[config.mk]
export PLATFORM = sky130hd
export DESIGN_NAME = hd44780_ram_player_flat
export DESIGN_NICKNAME = d
export VERILOG_FILES = /design/src/rtl/hd44780_ram_player_if.sv /design/src/rtl/hd44780_ram_player.sv /design/src/flat_wrapper.sv
export SDC_FILE = /design/constraint.sdc
export NUM_CORES = 1
export LEC_CHECK = 0
export BUFFER_PORTS_ARGS = -buffer_cell sky130_fd_sc_hd__buf_2
export CAP_MARGIN = 10
export CORE_UTILIZATION = 50
export CTS_BUF_LIST = sky130_fd_sc_hd__clkbuf_8
export DETAILED_ROUTE_END_ITERATION = 10
export PLACE_DENSITY = 0.72
export SLEW_MARGIN = 15
export SYNTH_ARGS = -nofsm -noshare
export SYNTH_HDL_FRONTEND = slang
export SYNTH_SLANG_ARGS = --single-unit
export TNS_END_PERCENT = 30
[constraint.sdc]
create_clock -name clk -period 3.1 [get_ports clk]
set_clock_uncertainty 0.2 [all_clocks]
set_input_delay 0.155 -clock clk [delete_from_list [all_inputs] [get_ports clk]]
set_output_delay 0.155 -clock clk [all_outputs]
set_load 0.01 [all_outputs]
[src/rtl/hd44780_ram_player_if.sv]
// Signal bundle between the HD44780 RAM player, its command RAM, the host
// that starts playback, and the 4-bit LCD bus.
interface hd44780_ram_player_if #(
  parameter int ADDR_WIDTH = 8
);
  logic                  start;
  logic [ADDR_WIDTH-1:0] start_addr;
  logic [ADDR_WIDTH-1:0] raddr;
  logic [15:0]           rdata;
  logic                  busy;
  logic                  done;
  logic                  lcd_rs;
  logic                  lcd_rw;
  logic                  lcd_e;
  logic [3:0]            lcd_db;

  // The player masters the RAM read port and the LCD bus.
  modport master (
    input  start, start_addr, rdata,
    output raddr, busy, done, lcd_rs, lcd_rw, lcd_e, lcd_db
  );

  modport slave (
    output start, start_addr, rdata,
    input  raddr, busy, done, lcd_rs, lcd_rw, lcd_e, lcd_db
  );
endinterface

[src/rtl/hd44780_ram_player.sv]
// Plays a list of 16-bit command words from RAM onto an HD44780 4-bit bus:
// each byte goes out as two E-strobed nibbles followed by a programmable delay.
module hd44780_ram_player #(
  parameter int ADDR_WIDTH  = 8,
  parameter int E_CYCLES    = 24,
  parameter int UNIT_CYCLES = 48
) (
  input logic                     clk,
  input logic                     rst_n,
  hd44780_ram_player_if.master    bus
);

  typedef enum logic [2:0] {
    IDLE, FETCH, LATCH, NSETUP, NE, NGAP, DELAY
  } state_t;

  // One down-counter serves both the E timing and the post-byte delay.
  localparam int DELAY_MAX = 63 * UNIT_CYCLES;
  localparam int CNT_MAX   = (DELAY_MAX > E_CYCLES) ? DELAY_MAX : E_CYCLES;
  localparam int CNT_W     = $clog2(CNT_MAX + 1);
  localparam logic [CNT_W-1:0] E_LOAD = CNT_W'(E_CYCLES - 1);

  state_t                state_q, state_d;
  logic [ADDR_WIDTH-1:0] addr_q, addr_d;
  logic [15:0]           word_q, word_d;
  logic [CNT_W-1:0]      cnt_q, cnt_d;
  logic                  lo_nib_q, lo_nib_d;
  logic                  rs_q, rs_d;
  logic [3:0]            db_q, db_d;
  logic                  busy_q, busy_d;
  logic                  done_q, done_d;
  logic                  word_end;

  // NOTE: every register updates with non-blocking assignments so all of them
  // see the same pre-edge values, independent of statement order.
  always_ff @(posedge clk or negedge rst_n) begin
    if (!rst_n) begin
      state_q  <= IDLE;
      addr_q   <= '0;
      word_q   <= '0;
      cnt_q    <= '0;
      lo_nib_q <= 1'b0;
      rs_q     <= 1'b0;
      db_q     <= '0;
      busy_q   <= 1'b0;
      done_q   <= 1'b0;
    end else begin
      state_q  <= state_d;
      addr_q   <= addr_d;
      word_q   <= word_d;
      cnt_q    <= cnt_d;
      lo_nib_q <= lo_nib_d;
      rs_q     <= rs_d;
      db_q     <= db_d;
      busy_q   <= busy_d;
      done_q   <= done_d;
    end
  end

  // NOTE: every signal written here gets a default first, so no path can leave
  // one unassigned and infer a latch.
  always_comb begin
    state_d  = state_q;
    addr_d   = addr_q;
    word_d   = word_q;
    cnt_d    = cnt_q;
    lo_nib_d = lo_nib_q;
    rs_d     = rs_q;
    db_d     = db_q;
    busy_d   = busy_q;
    done_d   = 1'b0;
    word_end = 1'b0;

    unique case (state_q)
      IDLE: begin
        if (bus.start) begin
          addr_d  = bus.start_addr;
          busy_d  = 1'b1;
          state_d = FETCH;
        end
      end
      FETCH: state_d = LATCH;
      LATCH: begin
        // rdata is valid now; present the high nibble straight from it so
        // NSETUP already shows the new word.
        word_d   = bus.rdata;
        rs_d     = bus.rdata[14];
        db_d     = bus.rdata[7:4];
        lo_nib_d = 1'b0;
        state_d  = NSETUP;
      end
      NSETUP: begin
        cnt_d   = E_LOAD;
        state_d = NE;
      end
      NE: begin
        if (cnt_q == '0) begin
          cnt_d   = E_LOAD;
          state_d = NGAP;
        end else begin
          cnt_d = cnt_q - 1'b1;
        end
      end
      NGAP: begin
        if (cnt_q != '0) begin
          cnt_d = cnt_q - 1'b1;
        end else if (!lo_nib_q) begin
          lo_nib_d = 1'b1;
          db_d     = word_q[3:0];
          state_d  = NSETUP;
        end else if (word_q[13:8] != '0) begin
          cnt_d   = CNT_W'(word_q[13:8]) * CNT_W'(UNIT_CYCLES) - CNT_W'(1);
          state_d = DELAY;
        end else begin
          word_end = 1'b1;
        end
      end
      DELAY: begin
        if (cnt_q == '0) word_end = 1'b1;
        else             cnt_d    = cnt_q - 1'b1;
      end
      default: state_d = IDLE;
    endcase

    if (word_end) begin
      if (word_q[15]) begin
        done_d  = 1'b1;
        busy_d  = 1'b0;
        state_d = IDLE;
      end else begin
        addr_d  = addr_q + 1'b1;
        state_d = FETCH;
      end
    end
  end

  // lcd_e decodes the state register so an async reset drops it at once.
  assign bus.raddr  = addr_q;
  assign bus.busy   = busy_q;
  assign bus.done   = done_q;
  assign bus.lcd_rs = rs_q;
  assign bus.lcd_rw = 1'b0;
  assign bus.lcd_e  = (state_q == NE);
  assign bus.lcd_db = db_q;

endmodule

[src/flat_wrapper.sv]
// flat-port wrapper written by rule: the top's interface ports become plain ports
module hd44780_ram_player_flat 
#(
  parameter int ADDR_WIDTH  = 8,
  parameter int E_CYCLES    = 24,
  parameter int UNIT_CYCLES = 48
)
  (clk, rst_n, bus_start, bus_start_addr, bus_rdata, bus_raddr, bus_busy, bus_done, bus_lcd_rs, bus_lcd_rw, bus_lcd_e, bus_lcd_db);
  hd44780_ram_player_if #(.ADDR_WIDTH(ADDR_WIDTH)) bus_i ();
  input logic clk;
  input logic rst_n;
  input wire logic [$bits(bus_i.start)-1:0] bus_start;
  input wire logic [$bits(bus_i.start_addr)-1:0] bus_start_addr;
  input wire logic [$bits(bus_i.rdata)-1:0] bus_rdata;
  output wire logic [$bits(bus_i.raddr)-1:0] bus_raddr;
  output wire logic [$bits(bus_i.busy)-1:0] bus_busy;
  output wire logic [$bits(bus_i.done)-1:0] bus_done;
  output wire logic [$bits(bus_i.lcd_rs)-1:0] bus_lcd_rs;
  output wire logic [$bits(bus_i.lcd_rw)-1:0] bus_lcd_rw;
  output wire logic [$bits(bus_i.lcd_e)-1:0] bus_lcd_e;
  output wire logic [$bits(bus_i.lcd_db)-1:0] bus_lcd_db;
  assign bus_i.start = bus_start;
  assign bus_i.start_addr = bus_start_addr;
  assign bus_i.rdata = bus_rdata;
  assign bus_raddr = bus_i.raddr;
  assign bus_busy = bus_i.busy;
  assign bus_done = bus_i.done;
  assign bus_lcd_rs = bus_i.lcd_rs;
  assign bus_lcd_rw = bus_i.lcd_rw;
  assign bus_lcd_e = bus_i.lcd_e;
  assign bus_lcd_db = bus_i.lcd_db;
  hd44780_ram_player #(.ADDR_WIDTH(ADDR_WIDTH), .E_CYCLES(E_CYCLES), .UNIT_CYCLES(UNIT_CYCLES)) u_core (.clk(clk), .rst_n(rst_n), .bus(bus_i));
endmodule
**Word level (Yosys, flattened, before mapping)**

Cells that the tools add are included.

- $mul: 1
- $add $sub $neg: 3
- Equal/unequal tests: 16
- Multiplexer cells: 34
- Reductions and logical operators: 10

Operator list:

| kind | number |
|---|---|
| 2-to-1 mux 12 bit | 5 |
| case mux 12 bit (4 select lines) | 1 |
| 2-to-1 mux 8 bit | 4 |
| subtractor 12 x 1 -> 12 bit, second input constant | 2 |
| case mux 3 bit (7 select lines) | 1 |
| 2-to-1 mux 3 bit | 6 |
| logical NOT 12 bit | 1 |
| 2-to-1 mux 1 bit | 12 |
| nonzero test 12 bit | 1 |
| equality test 3 bit, second input constant | 3 |
| != test 3 x 1 -> 1 bit, second input constant | 3 |
| adder 8 x 1 -> 8 bit, second input constant | 1 |
| multiplier 6 x 2 -> 8 bit, second input constant | 1 |
| 2-to-1 mux 4 bit | 2 |
| case mux 4 bit (2 select lines) | 1 |
| equality test 3 x 2 -> 1 bit, second input constant | 2 |
| != test 2 bit, second input constant | 3 |
| != test 3 x 2 -> 1 bit, second input constant | 2 |
| nonzero test 6 bit | 1 |
| AND reduction 5 bit | 1 |
| != test 4 bit, second input constant | 1 |
| case mux 1 bit (2 select lines) | 2 |
| AND reduction 4 bit | 1 |
| nonzero test 4 bit | 1 |
| other kinds (6) | 6 |

- Input bits: 27
- Flip-flop bits (word level): 47

**Longest topological paths before layout**

Gate-level depths: netlist (run 1).

- Word-level depth: 7
- Mapped depth: 9
- Mapped depth without buffers: 8

**Worst setup path before layout (run 1)**

No wires, ideal clock.

- Path kind: reg-to-reg
- Start: register u_core.word_q[8]
- End: register u_core.cnt_q[11]
- Cell stages (with the launch flop): 9
- Setup time: 0.087 ns
- Data arrival time: 2.126 ns
- Period minus slack after synthesis: 2.413 ns
- Slack: 0.687 ns
- Cell sequence: dfrtp_1 > ha_1 > fa_1 > a21o_1 > a21o_1 > or3_1 > a211oi_1 > nor3b_1 > o211ai_1

- Cells in the longest elaborated chain, start to end: 6

RTL lines:

| element | line | RTL |
|---|---|---|
| from (decl) | hd44780_ram_player.sv:25 | `logic [15:0] word_q, word_d;` |
| from (signal assigned) | hd44780_ram_player.sv:50 | `word_q <= word_d;` |
| multiplier 6 x 2 -> 8 bit | hd44780_ram_player.sv:112 | `cnt_d = CNT_W'(word_q[13:8]) * CNT_W'(UNIT_CYCLES) - CNT_W'(1);` |
| subtractor 12 x 1 -> 12 bit | hd44780_ram_player.sv:112 |  |
| 2-to-1 mux 12 bit | hd44780_ram_player.sv:111 | `end else if (word_q[13:8] != '0) begin` |
| 2-to-1 mux 12 bit | hd44780_ram_player.sv:107 | `end else if (!lo_nib_q) begin` |
| 2-to-1 mux 12 bit | hd44780_ram_player.sv:105 | `if (cnt_q != '0) begin` |
| case mux 12 bit (4 select lines) | hd44780_ram_player.sv:74 | `unique case (state_q)` |
| to (signal assigned) | hd44780_ram_player.sv:51 | `cnt_q <= cnt_d;` |
| to (decl) | hd44780_ram_player.sv:26 | `logic [CNT_W-1:0] cnt_q, cnt_d;` |

Parallel ways exist; a longest one is shown, timed or not. The select of a mux whose other input is x is not followed.
A chain may end at the register's enable or synchronous reset.

**Worst setup path in the final report (run 1)**

- Start: register u_core.word_q[9]
- End: register u_core.cnt_q[11]

Same word-level chain as after synthesis.

==> metrics.md, run 1 <==
| Metric | Value |
|---|---|
| Seq/Total Area, Yosys | 39.4% |
| Row Count | 26 |
| Worst reg2reg setup slack | 410 ps |
| CP Launch Type | flop |
| GP Congestion | 0.903 |
| Max_cap viols | 0 |
| WL final | 6340 um |
| Vias/cell | 5.63 |
| Fin crit share | 86.6% |
| Mapped Nets | 335 |
| Max Fclk | 0.372 GHz |
| Endpoint type of the worst setup path | flop |
| Antenna cell count | 0 |
| Drc violations | 0 |
| Hold path start | bus_start_addr[6] |
| Hold Path End | u_core.bus.raddr[6]$_DFF_PN0_ |
| Most frequent cells in the layout | 42 x buf_2, 42 x dfrtp_1, 28 x o21ai_0, 24 x nor2_1 |
| Vias in the first global route | 2256 |
| RSZ-0062 raised after global routing | false |
| Leak Pwr | 1.48 nW |
| Post_cts resized | 0 |
| Root buf cell | clkbuf_8 |
| # fillers | 436 |
| CTS sink cnt | 42 |
| R2R Path Start | u_core.word_q[9]$_DFFE_PN0P_ |
| DR pass1 iterations | 4 |
| Finish-stage setup viols | 0 |
| Critical R2R Capture | u_core.cnt_q[11]$_DFFE_PN0P_ |
| Port-buffer cells | 42 |
| Flops & latches, synth | 42 |
| I/O pin total | 44 |
| Routed vias | 2420 |
| Post-detailed-placement half-perimeter wirelength | 4480 um |
| Avg Inst Size Synth | 9.07 um^2 |
| Required @ worst endpoint | 3120 ps |
| TritonCTS Buffers | 5 |
| Total Routing Usage GR | 24.1% |
| CP Max Fanout | 4 |
| Die height | 75.0 um |
| TritonCTS clock tree | done |
| Yosys top cell area share | 39.4% |
| Final Critical Period | 2690 ps |
| Cells after DPL | 400 |
| Die Area | 5630 um^2 |
| Drt initial violations | 179 |
| Antenna violations before repair | 0 |
| Synth area leader | dfrtp_1 |
| First-pass GRT wire length | 10300 um |
| Hold Path Stages | 4 |
| Buffers from clock root to sink, at most | 2 |
| Top_reg_cell synth | dfrtp_1 |
| Detail Route Antenna Nets | 0 |
| Largest net degree at the start of global routing | 43 |
| Async set or reset register ratio after synthesis | 100% |
| Layout area overhead | 23.6% |
| Nets | 400 |
| Worst-Skew Late Latency | 310 ps |
| Final hold violations | 0 |
| Synth top area cells | dfrtp_1 39%, ha_1 6.1%, o21ai_0 5.3% |
| Synth warn | 0 |
| Routed wire per std cell | 14.7 um |
| Peak supply drop | 0.368 mV |
| Post-synth EDFFs | 0 |
| Final setup TNS | 0 ps |
| Worst Tran Pin Value | 948 ps |
| Outcome | finished clean |
| Initial cell density of the core | 52.2% |
| Layout cells sized above 1 | 20.0% |
| Die width | 75.0 um |
| Pins Over Slew Limit | 0 |
| Core area | 5110 um^2 |
| H-tree Lvls | 2 |
| Post-Syn Area | 2670 um^2 |
| Clk slew on worst S/H paths | 80 ps |
| Synth Instances | 294 |
| HP Class | in2reg |
| Crit path DAT | 2710 ps |
| Crit path kind | reg2reg |
| Grt ovf | 0 |
| Finished Layout Cells | 430 |
| Worst-case reg-to-reg path depth | 7 |
| P per Cell Area | 376 nW/um^2 |
| Library cells used by synthesis | 60 |
| Slew margin rel. | 36.8% |
## layout make-up
class | count | area [um^2] | area share (%)
repair buffers | 66 | 445 | 13.5
clock inverters | 3 | 68.8 | 2.09
multi-input cells | 225 | 1500 | 45.6
inverters | 19 | 71.3 | 2.16
clock buffers | 5 | 68.8 | 2.09
well taps | 70 | 87.6 | 2.66
flip-flops and latches | 42 | 1050 | 31.9
## worst max-delay path by stage
stage                                       start                      endpoint  slack [ps]  depth (start not counted)
floorplan            u_core.word_q[8]$_DFFE_PN0P_  u_core.cnt_q[11]$_DFFE_PN0P_         690                          8
finish               u_core.word_q[9]$_DFFE_PN0P_  u_core.cnt_q[11]$_DFFE_PN0P_         410                          7
CTS                  u_core.word_q[9]$_DFFE_PN0P_  u_core.cnt_q[11]$_DFFE_PN0P_         400                          7
global route        u_core.word_q[10]$_DFFE_PN0P_  u_core.cnt_q[11]$_DFFE_PN0P_         280                          8
detailed placement   u_core.word_q[9]$_DFFE_PN0P_  u_core.cnt_q[11]$_DFFE_PN0P_         420                          7
global placement     u_core.word_q[9]$_DFFE_PN0P_  u_core.cnt_q[11]$_DFFE_PN0P_         470                          7
## through the flow
step                      power (mW)  util, %  worst slack, ps  hold WS (ps)  area (um^2)
after floorplan                0.653        -              687          -341         2670
after global placement         0.697     57.5              472           156         2940
after detailed placement       0.702     57.5              425           161         2940
after CTS                       1.25     64.6              398          5.55         3300
after global routing            1.29     64.6              278          34.6         3300
final                           1.24     64.6              415          17.0         3300
## per-layer routing
metal / vias up / wire length, um / global-route usage, %
met2: 79 / 3080 / 40.0
met5: - / 0 / 0
met3: 11 / 316 / 4.55
met1: 1128 / 2840 / 31.6
li1: 1202 / - / -
met4: 0 / 105 / 8.39
## state kept, by name, indices dropped and copies added (netlist names)
signal,cells
u_core.cnt_q,12
u_core.word_q,12
u_core.bus.raddr,8
u_core.bus.lcd_db,4
u_core.state_q,3
u_core.bus.busy,1
u_core.bus.done,1
u_core.lo_nib_q,1
## Yosys cell counts, drive strengths merged (3+ instances only)
library cell  instances
dfrtp                42
o21ai                29
nor2                 25
nand2                23
a21oi                19
inv                  19
ha                   13
nor3                 10
xnor2                 9
a31oi                 8
a32oi                 6
mux2                  6
and3                  5
mux2i                 5
o21a                  5
a21o                  4
buf                   4
clkbuf                4
nand3                 4
nand4                 4
o22ai                 4
a211oi                3
and2                  3
nand2b                3
nor4                  3
o211ai                3
## critical path, cell delays in order (launching register included)
cell      delay (ps)
dfrtp_1          440
ha_1             320
a211oi_1         340
nor2_1           150
o311ai_0         660
o22ai_1          180
nor3b_1          160
o211ai_1         160
## kinds of logic (layout without fill, tap and decap cells)
group           after synthesis  count (layout)  share of synthesized area [%]
xor+xnor                     10              10                           3.28
flops                        42              42                           39.4
simple gates                 94              94                           19.0
fa+ha+maj                    14              14                           6.85
compound gates               95              95                           22.7
mux                          11              11                           4.41
other cells                   1               1                          0.141
buf+inv                      27              93                           4.22
## what timing repair did
item,in CTS,in global routing
hold buffers,22,0
endpoints found under the hold margin,63,0
endpoints found under the setup margin,0,0
buffers inserted,0,0
## where the power goes
| group | internal (mW) | switching [mW] | total (mW) |
|---|---|---|---|
| logic | 0.0738 | 0.0712 | 0.145 |
| registers | 0.558 | 0.00946 | 0.567 |
| clock network | 0.323 | 0.204 | 0.527 |
Note: power is estimated with default switching activity, not from simulation.
==> inputs of run 2 (changes only) <==
ABC_AREA = 1   (was default)
PLACE_DENSITY = default   (was 0.72)
PLACE_DENSITY_LB_ADDON = 0.25   (was default)
==> run 2 against run 1 <==
Against the previous run:
- hold slack worse by 9.4 ps
- sequential power hardly changed
- maximum frequency is 4.6% higher
- critical path depth is 4 higher
- clock-buffer cell count stayed put
- cell area is 1.7% higher
- global-route usage is 2.1 points lower
- largest cell class unchanged
==> metrics.md, run 2 <==
| Metric | Value |
|---|---|
| Crit-path max cell delay | 490 ps |
| Yosys top cell area share | 37.3% |
| H-tree Lvls | 2 |
| Worst-Skew Late Latency | 300 ps |
| Nets | 475 |
| Pins Over Slew Limit | 0 |
| DR pass1 iterations | 4 |
| Drt initial violations | 103 |
| Largest net degree at the start of global routing | 43 |
| Die height | 77.1 um |
| WL final | 5970 um |
| Leak Pwr | 1.71 nW |
| Vias in the first global route | 2392 |
| Synth Instances | 372 |
| Synth warn | 0 |
| Slew margin rel. | 38.5% |
| CP cell instances | ha_1 -> fa_1 -> or2_2 -> nor2_1 -> nand3_1 -> nor2_1 -> nand3_1 -> nand3_1 -> nand2_1 -> nand2_1 -> nand2_1 |
| TritonCTS clock tree | done |
| Post-detailed-placement half-perimeter wirelength | 4380 um |
| Endpoint type of the worst setup path | flop |
| Total Routing Usage GR | 22.0% |
| Post-Syn Area | 2820 um^2 |
| Finish-stage setup viols | 0 |
| Most frequent cells in the layout | 102 x nand2_1, 42 x inv_1, 42 x buf_2, 42 x dfrtp_1, 30 x nor2_1 |
| P per Cell Area | 315 nW/um^2 |
| CTS hold repair buffers | 19 |
| Layout area overhead | 18.9% |
| Required @ worst endpoint | 3100 ps |
| Grt ovf | 0 |
| I/O pin total | 44 |
| CP Max Fanout | 4 |
| Final setup TNS | 0 ps |
| First-pass GRT wire length | 10500 um |
| Flops & latches, synth | 42 |
| GP Congestion | 0.819 |
| TritonCTS Buffers | 5 |
| Synth area leader | dfrtp_1 |
| Crit path kind | reg2reg |
| Detail Route Antenna Nets | 0 |
| Library cells used by synthesis | 41 |
| Post-synth EDFFs | 0 |
| Outcome | finished clean |
| Async set or reset register ratio after synthesis | 100% |
| Max_cap viols | 0 |
| Drc violations | 0 |
| Avg Inst Size Synth | 7.58 um^2 |
| Antenna cell count | 0 |
| HP Class | in2reg |
| Routed vias | 2527 |
| Mapped Nets | 413 |
| Worst Tran Pin Value | 922 ps |
| CTS sink cnt | 42 |
| RSZ-0062 raised after global routing | false |
| Crit path DAT | 2560 ps |
| Top_reg_cell synth | dfrtp_1 |
| Vias/cell | 5.00 |
| CP Launch Type | flop |
| DP Area | 3080 um^2 |
| Initial cell density of the core | 53.5% |
| Most common cell in the netlist | nand2_1 |
| Max Fclk | 0.389 GHz |
| Slowest-stage cell, CP | fa_1 |
| Row Count | 26 |
| Die width | 77.1 um |
| Peak supply drop | 0.192 mV |
| WP buf/inv | 0 |
| Final Critical Period | 2570 ps |
| Port-buffer cells | 42 |
| Synth top area cells | dfrtp_1 37%, nand2_1 14%, ha_1 5.8% |
| Core area | 5270 um^2 |
| Delay-heaviest family, CP | simple AND/OR/NAND/NOR gates |
| Final hold violations | 0 |
| Commonest cells in the netlist | 102 x nand2_1, 42 x dfrtp_1, 41 x inv_1 |
| Buffers from clock root to sink, at most | 2 |
| Die Area | 5940 um^2 |
| Antenna violations before repair | 0 |
| Fin area | 3350 um^2 |
| Root buf cell | clkbuf_8 |
| Most common cell after layout, fill and taps aside | nand2_1 |
| Fin crit share | 82.8% |
| Seq/Total Area, Yosys | 37.3% |
| Clk slew on worst S/H paths | 90 ps |
| Post_cts resized | 0 |
| Routed wire per std cell | 11.8 um |
| Layout cells sized above 1 | 17.5% |
| Post-CTS Setup Repair Bufs | 0 |
## run 2: changes by cell type after synthesis, sizes merged, moves of 4 or more
cell and change:
a21o -4, nor2 +9, xnor2 -4, mux2 -5, mux2i -5, a32oi -6
inv +27, a31oi -5, o21a -5, nand3 +19, xor2 +13, nand2 +82
and3 -4
## run 2: kinds of logic after synthesis
family,after synthesis,share of synthesized area (%)
other cells,1,0.133
buf+inv,54,8.17
simple gates,181,29.1
flops,42,37.3
mux,1,0.532
xor+xnor,19,5.90
compound gates,60,12.4
fa+ha+maj,14,6.48
## run 2: report_power, final
group	leakage [nW]	internal (mW)	switching, mW
clock network	0.0493	0.156	0.193
logic	1.16	0.0638	0.0763
registers	0.498	0.558	0.00822
## run 2: per-layer routing
layer / wire, um / vias up / global-route usage (%)
li1: - / 1317 / -
met1: 2810 / 1161 / 28.8
met2: 2940 / 45 / 37.8
met3: 178 / 4 / 4.05
met4: 42 / 0 / 4.91
met5: 0 / - / 0
## run 2: through the flow
stage               util, %  worst slack, ps  std cells  power (mW)  hold slack [ps]
detailed placement     58.4              532        478       0.699              159
floorplan                 -              703        372       0.651             -341
finish                 63.6              532        505        1.05             7.59
global placement       58.4              601        478       0.696              155
CTS                    63.6              515        505        1.06             2.03
global route           63.6              343        505        1.11             18.9
## run 2: path summary, 6_finish.rpt
| path | slack, ps | end | from | depth (start not counted) |
|---|---|---|---|---|
| setup / recovery | 530 | u_core.cnt_q[11]$_DFFE_PN0P_ | u_core.word_q[8]$_DFFE_PN0P_ | 11 |
| hold / removal | 8 | u_core.bus.raddr[5]$_DFF_PN0_ | bus_start_addr[5] | 3 |
| setup reg to reg | 530 | u_core.cnt_q[11]$_DFFE_PN0P_ | u_core.word_q[8]$_DFFE_PN0P_ | 11 |
| hold reg to reg | 280 | u_core.word_q[2]$_DFFE_PN0P_ | u_core.word_q[2]$_DFFE_PN0P_ | 2 |
| max in group asynchronous | 1790 | u_core.word_q[12]$_DFFE_PN0P_ | rst_n | 2 |
| min in group asynchronous | 320 | u_core.cnt_q[7]$_DFFE_PN0P_ | rst_n | 2 |
## run 2: area by class of cell
class	count	area (um^2)
repair buffers	62	408
well taps	70	87.6
clock buffers	5	68.8
fillers	472	1920
clock inverters	3	17.5
inverters	47	181
multi-input cells	276	1540
flip-flops and latches	42	1050
## run 2: worst register-to-register path, cell delays in order (launching register included)
cell     delay [ps]
dfrtp_1         420
ha_1            260
fa_1            490
or2_2           290
nor2_1          250
nand3_1         120
nor2_1          140
nand3_1          80
nand3_1          80
nand2_1          50
nand2_1          50
nand2_1          50
